`src/rtl/can_tx_scheduler.sv`:
```
// CAN transmit scheduler: picks the highest-priority pending mailbox, hands it to the
// frame builder, then serializes the frame MSB-first with arbitration-loss and ACK retry.
module can_tx_scheduler #(
  parameter int N_REQ     = 4,
  parameter int ID_W      = 1,
  parameter int DATA_W    = 16,
  parameter int FRAME_W   = 53,
  parameter int ARB_BITS  = 3,
  parameter int ACK_POS   = 11,
  parameter int MAX_RETRY = 3
) (
  input  logic                      clk,
  input  logic                      rst,
  input  logic [N_REQ-1:0]          req,
  input  logic [N_REQ*ID_W-1:0]     id_flat,
  input  logic [N_REQ*DATA_W-1:0]   data_flat,
  output logic [$clog2(N_REQ)-1:0]  grant_idx,
  output logic [ID_W-1:0]           grant_id,
  output logic [DATA_W-1:0]         grant_data,
  output logic                      build_start,
  input  logic                      frame_valid,
  input  logic [FRAME_W-1:0]        frame_in,
  input  logic                      bit_tick,
  output logic                      can_tx,
  input  logic                      can_rx,
  output logic                      busy,
  output logic [N_REQ-1:0]          done,
  output logic [N_REQ-1:0]          err
);
  localparam int IDX_W = $clog2(N_REQ);
  localparam int CNT_W = $clog2(FRAME_W);
  localparam int RC_W  = $clog2(MAX_RETRY + 1);

  localparam logic [2:0] S_IDLE = 3'd0;
  localparam logic [2:0] S_LOAD = 3'd1;
  localparam logic [2:0] S_WAIT = 3'd2;
  localparam logic [2:0] S_TX   = 3'd3;
  localparam logic [2:0] S_FIN  = 3'd4;

  logic [2:0]         state_q, state_d;
  logic [IDX_W-1:0]   grant_idx_q, grant_idx_d;
  logic [ID_W-1:0]    grant_id_q, grant_id_d;
  logic [DATA_W-1:0]  grant_data_q, grant_data_d;
  logic               build_start_q, build_start_d;
  logic               can_tx_q, can_tx_d;
  logic               busy_q, busy_d;
  logic [N_REQ-1:0]   done_q, done_d;
  logic [N_REQ-1:0]   err_q, err_d;
  logic [FRAME_W-1:0] frame_q, frame_d;
  logic [CNT_W-1:0]   bit_cnt_q, bit_cnt_d;
  logic               started_q, started_d;
  logic [RC_W-1:0]    retry_q, retry_d;

  logic               found_s;
  logic [IDX_W-1:0]   win_idx_s;
  logic [ID_W-1:0]    win_id_s;
  logic               arb_lost_s;
  logic               ack_err_s;

  // Bus level for frame bit k; the ACK slot is always left recessive.
  function automatic logic frame_bit(input logic [FRAME_W-1:0] f, input logic [CNT_W-1:0] k);
    if (k == CNT_W'(ACK_POS)) begin
      return 1'b1;
    end else begin
      return f[k];
    end
  endfunction

  // Lowest identifier wins; the ascending scan with strict '<' keeps ties on the lowest index.
  always_comb begin
    found_s   = 1'b0;
    win_idx_s = {IDX_W{1'b0}};
    win_id_s  = {ID_W{1'b0}};
    for (int i = 0; i < N_REQ; i++) begin
      if (req[i] && (!found_s || (id_flat[i*ID_W +: ID_W] < win_id_s))) begin
        found_s   = 1'b1;
        win_idx_s = IDX_W'(i);
        win_id_s  = id_flat[i*ID_W +: ID_W];
      end else begin
        found_s   = found_s;
      end
    end
  end

  assign arb_lost_s = started_q && (bit_cnt_q >= CNT_W'(FRAME_W - ARB_BITS)) && can_tx_q && !can_rx;
  assign ack_err_s  = started_q && (bit_cnt_q == CNT_W'(ACK_POS)) && can_rx;

  // Next-state and output decode.
  always_comb begin
    state_d       = state_q;
    grant_idx_d   = grant_idx_q;
    grant_id_d    = grant_id_q;
    grant_data_d  = grant_data_q;
    build_start_d = 1'b0;
    done_d        = {N_REQ{1'b0}};
    err_d         = {N_REQ{1'b0}};
    can_tx_d      = can_tx_q;
    frame_d       = frame_q;
    bit_cnt_d     = bit_cnt_q;
    started_d     = started_q;
    retry_d       = retry_q;
    case (state_q)
      S_IDLE: begin
        can_tx_d = 1'b1;
        if (found_s) begin
          grant_idx_d   = win_idx_s;
          grant_id_d    = win_id_s;
          grant_data_d  = data_flat[win_idx_s*DATA_W +: DATA_W];
          build_start_d = 1'b1;
          state_d       = S_LOAD;
        end else begin
          state_d = S_IDLE;
        end
      end
      S_LOAD: begin
        state_d = S_WAIT;
      end
      S_WAIT: begin
        if (frame_valid) begin
          frame_d   = frame_in;
          bit_cnt_d = CNT_W'(FRAME_W - 1);
          started_d = 1'b0;
          state_d   = S_TX;
        end else begin
          state_d = S_WAIT;
        end
      end
      S_TX: begin
        if (!bit_tick) begin
          state_d = S_TX;
        end else if (!started_q) begin
          started_d = 1'b1;
          can_tx_d  = frame_bit(frame_q, bit_cnt_q);
        end else if (arb_lost_s) begin
          can_tx_d = 1'b1;
          state_d  = S_IDLE;
        end else if (ack_err_s) begin
          can_tx_d = 1'b1;
          if (retry_q < RC_W'(MAX_RETRY)) begin
            retry_d       = retry_q + RC_W'(1);
            build_start_d = 1'b1;
            state_d       = S_LOAD;
          end else begin
            err_d[grant_idx_q] = 1'b1;
            retry_d            = {RC_W{1'b0}};
            state_d            = S_IDLE;
          end
        end else if (bit_cnt_q == {CNT_W{1'b0}}) begin
          can_tx_d            = 1'b1;
          done_d[grant_idx_q] = 1'b1;
          retry_d             = {RC_W{1'b0}};
          state_d             = S_FIN;
        end else begin
          bit_cnt_d = bit_cnt_q - CNT_W'(1);
          can_tx_d  = frame_bit(frame_q, bit_cnt_q - CNT_W'(1));
        end
      end
      S_FIN: begin
        can_tx_d = 1'b1;
        state_d  = S_IDLE;
      end
      default: begin
        can_tx_d = 1'b1;
        state_d  = S_IDLE;
      end
    endcase
    busy_d = (state_d != S_IDLE);
  end

  // State and registered outputs; reset abandons any frame in flight.
  always_ff @(posedge clk) begin
    if (rst) begin
      state_q       <= S_IDLE;
      grant_idx_q   <= {IDX_W{1'b0}};
      grant_id_q    <= {ID_W{1'b0}};
      grant_data_q  <= {DATA_W{1'b0}};
      build_start_q <= 1'b0;
      can_tx_q      <= 1'b1;
      busy_q        <= 1'b0;
      done_q        <= {N_REQ{1'b0}};
      err_q         <= {N_REQ{1'b0}};
      frame_q       <= {FRAME_W{1'b0}};
      bit_cnt_q     <= {CNT_W{1'b0}};
      started_q     <= 1'b0;
      retry_q       <= {RC_W{1'b0}};
    end else begin
      state_q       <= state_d;
      grant_idx_q   <= grant_idx_d;
      grant_id_q    <= grant_id_d;
      grant_data_q  <= grant_data_d;
      build_start_q <= build_start_d;
      can_tx_q      <= can_tx_d;
      busy_q        <= busy_d;
      done_q        <= done_d;
      err_q         <= err_d;
      frame_q       <= frame_d;
      bit_cnt_q     <= bit_cnt_d;
      started_q     <= started_d;
      retry_q       <= retry_d;
    end
  end

  assign grant_idx   = grant_idx_q;
  assign grant_id    = grant_id_q;
  assign grant_data  = grant_data_q;
  assign build_start = build_start_q;
  assign can_tx      = can_tx_q;
  assign busy        = busy_q;
  assign done        = done_q;
  assign err         = err_q;

endmodule

```
`config.mk`:
```
export PLATFORM = sky130hd
export DESIGN_NAME = can_tx_scheduler
export DESIGN_NICKNAME = d
export VERILOG_FILES = /design/src/rtl/can_tx_scheduler.sv
export SDC_FILE = /design/constraint.sdc
export NUM_CORES = 1
export LEC_CHECK = 0
export BUFFER_PORTS_ARGS = -buffer_cell sky130_fd_sc_hd__buf_2
export CELL_PAD_IN_SITES_DETAIL_PLACEMENT = 1
export CELL_PAD_IN_SITES_GLOBAL_PLACEMENT = 1
export CORE_MARGIN = 1
export CORE_UTILIZATION = 35
export DETAILED_ROUTE_END_ITERATION = 8
export HOLD_SLACK_MARGIN = 0.03
export PLACE_DENSITY_LB_ADDON = 0.1
export SYNTH_ARGS = -nofsm -noshare
export SYNTH_HDL_FRONTEND = slang
export SYNTH_SLANG_ARGS = --single-unit
```
`constraint.sdc`:
```
create_clock -name clk -period 5.6 [get_ports clk]
set_input_delay 1.68 -clock clk [delete_from_list [all_inputs] [get_ports clk]]
set_output_delay 1.68 -clock clk [all_outputs]
set_load 0.005 [all_outputs]
```
After elaboration in Yosys (flattened, before gate mapping):

Cells that the tools add are included.
W data, S select, Z words.

* register bits: 95
* latch bits: 0
* bits in writable memories: 0
* ROM bits: 0
* output and inout bits: 30
* logic and storage cells: 127
* memories: 0

* add/sub/neg operators: 2
* multiply operators: 0
* div/mod/pow operators: 0
* order comparisons: 9
* equal/unequal tests: 11
* shifts and indexed selects: 1
* mux-type cells: 54
* bitwise logic cells: 7
* reductions and logical operators: 30

Operator list (number)
* $shiftx A64 B7 Y16: 1
* $mux W6: 6
* $mux W1: 30
* $mux W3: 5
* $lt A6 B7 Y1 const B: 2
* $reduce_or A7 Y1: 2
* $bmux W1 S6: 2
* $eq A6 B4 Y1 const B: 2
* $ne A2 B2 Y1 const B: 6
* $pmux W3 S4: 1
* $pmux W6 S2: 1
* $mux W2: 5
* $logic_and A1 B1 Y1: 9
* $not A1 Y1: 7
* $reduce_and A7 Y1: 1
* $eq A3 B2 Y1 const B: 2
* $ge A6 B6 Y1 const B: 1
* $logic_not A6 Y1: 1
* $pmux W1 S2: 3
* $reduce_and A2 Y1: 3
* $sub A6 B1 Y6 const B: 1
* $reduce_and A5 Y1: 1
* $logic_not A1 Y1: 4
* $reduce_bool A2 Y1: 2
* 12 further kinds: 16

Longest topological paths before layout:

* word-level depth: 16
* gate-level depth with buffers: 11
* gate-level depth less buffers: 8

Worst setup path before layout:

OpenSTA, ideal clock, no wires.

* kind: input port to flip-flop
* start: in req[0]
* end: reg grant_data_q[10], in the netlist grant_data[10]
* data arrival time: 3015 ps
* setup slack: 2511 ps
* cell stages on the path: 7
* path buffers: 1
* cells stage by stage: or4_1 > nand2_1 > nor2_1 > nor2_1 > buf_2 > nand2_1 > o21ai_0

* longest elaborated chain between the ends: 14

RTL lines
* start, declared: RTL line 14 `input logic [N_REQ-1:0] req,`
* $mux W1: RTL line 75 `if (req[i] && (!found_s || (id_flat[i*ID_W +: ID_W] < win_id_s))) begin`
* $lt A1 B1 Y1 or $logic_not A1 Y1 (tied branches): RTL line 75
* $logic_or A1 B1 Y1: RTL line 75
* $logic_and A1 B1 Y1: RTL line 75
* $mux W1: RTL line 75
* $lt A1 B1 Y1 or $logic_not A1 Y1 (tied branches): RTL line 75
* $logic_or A1 B1 Y1: RTL line 75
* $logic_and A1 B1 Y1: RTL line 75
* $mux W1: RTL line 75
* $lt A1 B1 Y1 or $logic_not A1 Y1 (tied branches): RTL line 75
* $logic_or A1 B1 Y1: RTL line 75
* $logic_and A1 B1 Y1: RTL line 75
* $mux W2 or $mux W1 (tied branches): RTL line 75
* $shiftx A64 B7 Y16 or $reduce_and A2 Y1 (tied branches)
* end signal, assigned: RTL line 176 `grant_data_q <= {DATA_W{1'b0}};`
* end signal, assigned: RTL line 190 `grant_data_q <= grant_data_d;`
* end, declared: RTL line 43 `logic [DATA_W-1:0] grant_data_q, grant_data_d;`

Several ways; a longest one is shown, not always the timed one.
A chain may end at the register's enable or synchronous reset.

Final worst setup path:

* start: in req[0]
* end: reg grant_data_q[12], in the netlist grant_data[12]

The elaborated chain is that of the path after synthesis.

==> out/metrics.cfg <==
[outcome]
status=completed

[layout]
design_area_sq_um=6330
drive_gt1_share_pct=29.4
fill_cells=1695
area_delta_synth_final_pct=24.1
antenna_cells=0
finalNetCount=863
fin_cells=914

[logic_synthesis]
async_flop_share_pct=0
yosys.area.top_type_share_pct=37.3
ys_warn_count=0
synth_area_sq_um=5100
synth.largest_area_cell=dfxtp_1
synth_cells=595
ys_seq_elements=95
ys_types=56
yosysSeqAreaShare_pct=37.3
netlist_top_cells_area=dfxtp_1, nand2_1, mux4_2
syn_nets=729
synth_ff_type=dfxtp_1
synth-edff-count=0
synth.avg_cell_area_sq_um=8.58

[pwr]
ir_worst_vdd_v=0.000150
power.density_nw_per_um2=283
leakagePower_nw=2.63
p_total_mw=1.79

[setup_path]
worst-path-buf-inv=1
cp.required_ns=5.88
crit_family=simple AND/OR/NAND/NOR gates
cp.depth=7
critPathMaxFanout=16
cp_slowest_stage_delay_ns=0.78
critPathKind=in -> reg
worstPathCellList=buf_2, or4_1, nand2_1, nor2_1, nor2_1, nand2_1, o21ai_1
crit_path_end_kind=flop
worstSetupStartpointType=primary input
worstPathArrival_ns=3.61
r2r_cells=7
crit_slowest_cell=nor2_1

[floorplan]
rows=43
die_h_microns=123
coreArea_sq_um=14000
die_width_microns=123
start_util_pct=36.4
die-area_sq_um=15100
io_pins=160

[sta]
fmax_mhz=300
setup_viol=0
worst_hold_slack_ns=0.451
period_needed_ns=3.34
final_max_slew_viol_count=0
rsz0062_at_grt=false
final_hold_viol_count=0
finalSetupTns_ns=0
maxSlewHeadroom_pct=23.8
post-route-period-util_pct=59.6
worst_slew_pin_slew_ns=1.14
fin_skew_ns=0.00543

[global_route]
grt_pass1_vias=4786
global_route.overflow_total=0
antenna_found_initial=0
track_usage_pct=20.2
grt_first_pass_wirelength_microns=23800
grt_max_degree=54

[clock_network]
cts_made_buffers=9
path_clk_slew_ns=0.07
cts_buffer_depth=2
postCtsResizedCells=0
clock_latency_ns=0.35
cts_tree=done
h-tree-depth=3
clk_root_buffer_cell=clkbuf_16
cts_hold_buffers=0
cts.sinks=95
post_cts_buffers=0

[place]
dpl.cell_count=898
place_congestion=0.785
dp_hpwl_microns=11200
placed_area_sq_um=5970
io_buffers=159

[drt]
via_per_inst=5.25
totalWireLength_microns=15000
drc=0
firstDrtPassIters=5
drt_iter0_drc=151
via_count=4798
ant_nets=0
wl_per_cell_microns=16.4

[min_path]
hold_depth=2
hold_class=reg -> reg

[job]
cap_viol_max_count=0

[layout by cell type, fill, tap and decap left out, types with 2 or more instances in the layout]
master	count
o21ai_0	37
a211oi_1	5
nand2b_1	6
nor2b_1	8
and3_1	5
ha_1	4
nand2_1	149
buf_2	159
xnor2_1	4
dfxtp_1	95
o21ai_2	2
buf_4	6
nor3_1	8
o21ai_1	3
nor4_1	7
mux4_1	2
nand3_1	11
clkinvlp_4	2
a31oi_1	2
clkbuf_16	9
or3_1	2
a2111oi_0	2
nor2_1	28
inv_1	11
or4_1	2
mux4_2	22
mux2i_1	47
nand3b_1	3
a21oi_1	57
o21ba_2	2
xor2_1	2
a22oi_1	4
bufinv_16	4
[cells by family (layout without fill, tap and decap cells)]
| group | after synthesis | count (layout) | share of synthesized area [%] |
|---|---|---|---|
| compound gates | 126 | 126 | 14.2 |
| xor+xnor | 7 | 7 | 1.35 |
| fa+ha+maj | 4 | 4 | 0.980 |
| buf+inv | 53 | 192 | 5.07 |
| flops | 95 | 95 | 37.3 |
| mux | 72 | 72 | 20.2 |
| simple gates | 238 | 238 | 20.9 |
[final cells by class]
cell class                 count  area [sq um]  area share [%]
tap                          180           225            3.56
clock inverter                 7           144            2.27
clock buffer                   9           225            3.56
multi-input combinational    447          2960            46.7
sequential                    95          1900            30.0
timing repair buffer         165           841            13.3
inverter                      11          41.3           0.652
[metrics by stage]
step / util [%] / worst slack, ns
floorplan: - / 2.51
global placement: 42.5 / 1.93
detailed placement: 42.5 / 1.89
CTS: 45.1 / 2.26
global route: 45.1 / 2.03
finish: 45.1 / 2.26
[Yosys cell counts (all sizes together) (2+ instances only)]
| cell type | count |
|---|---|
| nand2 | 149 |
| a31oi | 2 |
| dfxtp | 95 |
| nand3b | 3 |
| and3 | 5 |
| mux2i | 47 |
| or4 | 2 |
| o21ba | 2 |
| nor3 | 9 |
| nand4 | 2 |
| a21oi | 57 |
| nor4 | 7 |
| nand3 | 11 |
| or3 | 2 |
| nor2 | 28 |
| nor2b | 8 |
| buf | 16 |
| inv | 11 |
| a22oi | 4 |
| mux4 | 24 |
| xor2 | 3 |
| o21ai | 43 |
| clkbuf | 26 |
| ha | 4 |
| nand2b | 6 |
| a2111oi | 2 |
| a211oi | 5 |
| xnor2 | 4 |
[flip-flops by register name, summed over array words and instances, names as in the netlist]
name         cells
build_start      1
grant_idx        2
busy             1
frame_q         53
retry_q          2
state_q          3
started_q        1
grant_data      16
bit_cnt_q        6
err              4
can_tx           1
done             4
grant_id         1
[layer usage]
layer | part of all wire, % | track usage, % | vias up | wire, microns
met5 | 0 | 0 | - | 0
met4 | 1.1 | 7.09 | 0 | 160
met3 | 5.7 | 3.58 | 12 | 849
met2 | 50 | 36.3 | 134 | 7510
met1 | 43 | 24.1 | 2296 | 6480
li1 | - | - | 2356 | -
[path summary, 6_finish.rpt]
path | from | endpoint | slack [ns]
min | grant_data[5] | grant_data[5] | 0.45
min reg2reg | grant_data[5] | grant_data[5] | 0.45
max reg2reg | bit_cnt_q[0] | can_tx | 2.91
max | req[0] | grant_data[12] | 2.26
[worst register-to-register path, cell delays in order (launching register included)]
cell and delay [ns]:
dfxtp_1 0.33, inv_1 0.11, ha_1 0.81, mux4_2 0.42, mux4_2 0.48, and3_1 0.19, a21oi_1 0.14, a31oi_1 0.10
[where the power goes]
part,switching [mW],total (mW),internal [mW]
clock,0.274,0.757,0.483
combinational,0.151,0.277,0.127
sequential,0.0399,0.759,0.719
total,0.465,1.79,1.33
(Power assumes the default switching activity.)
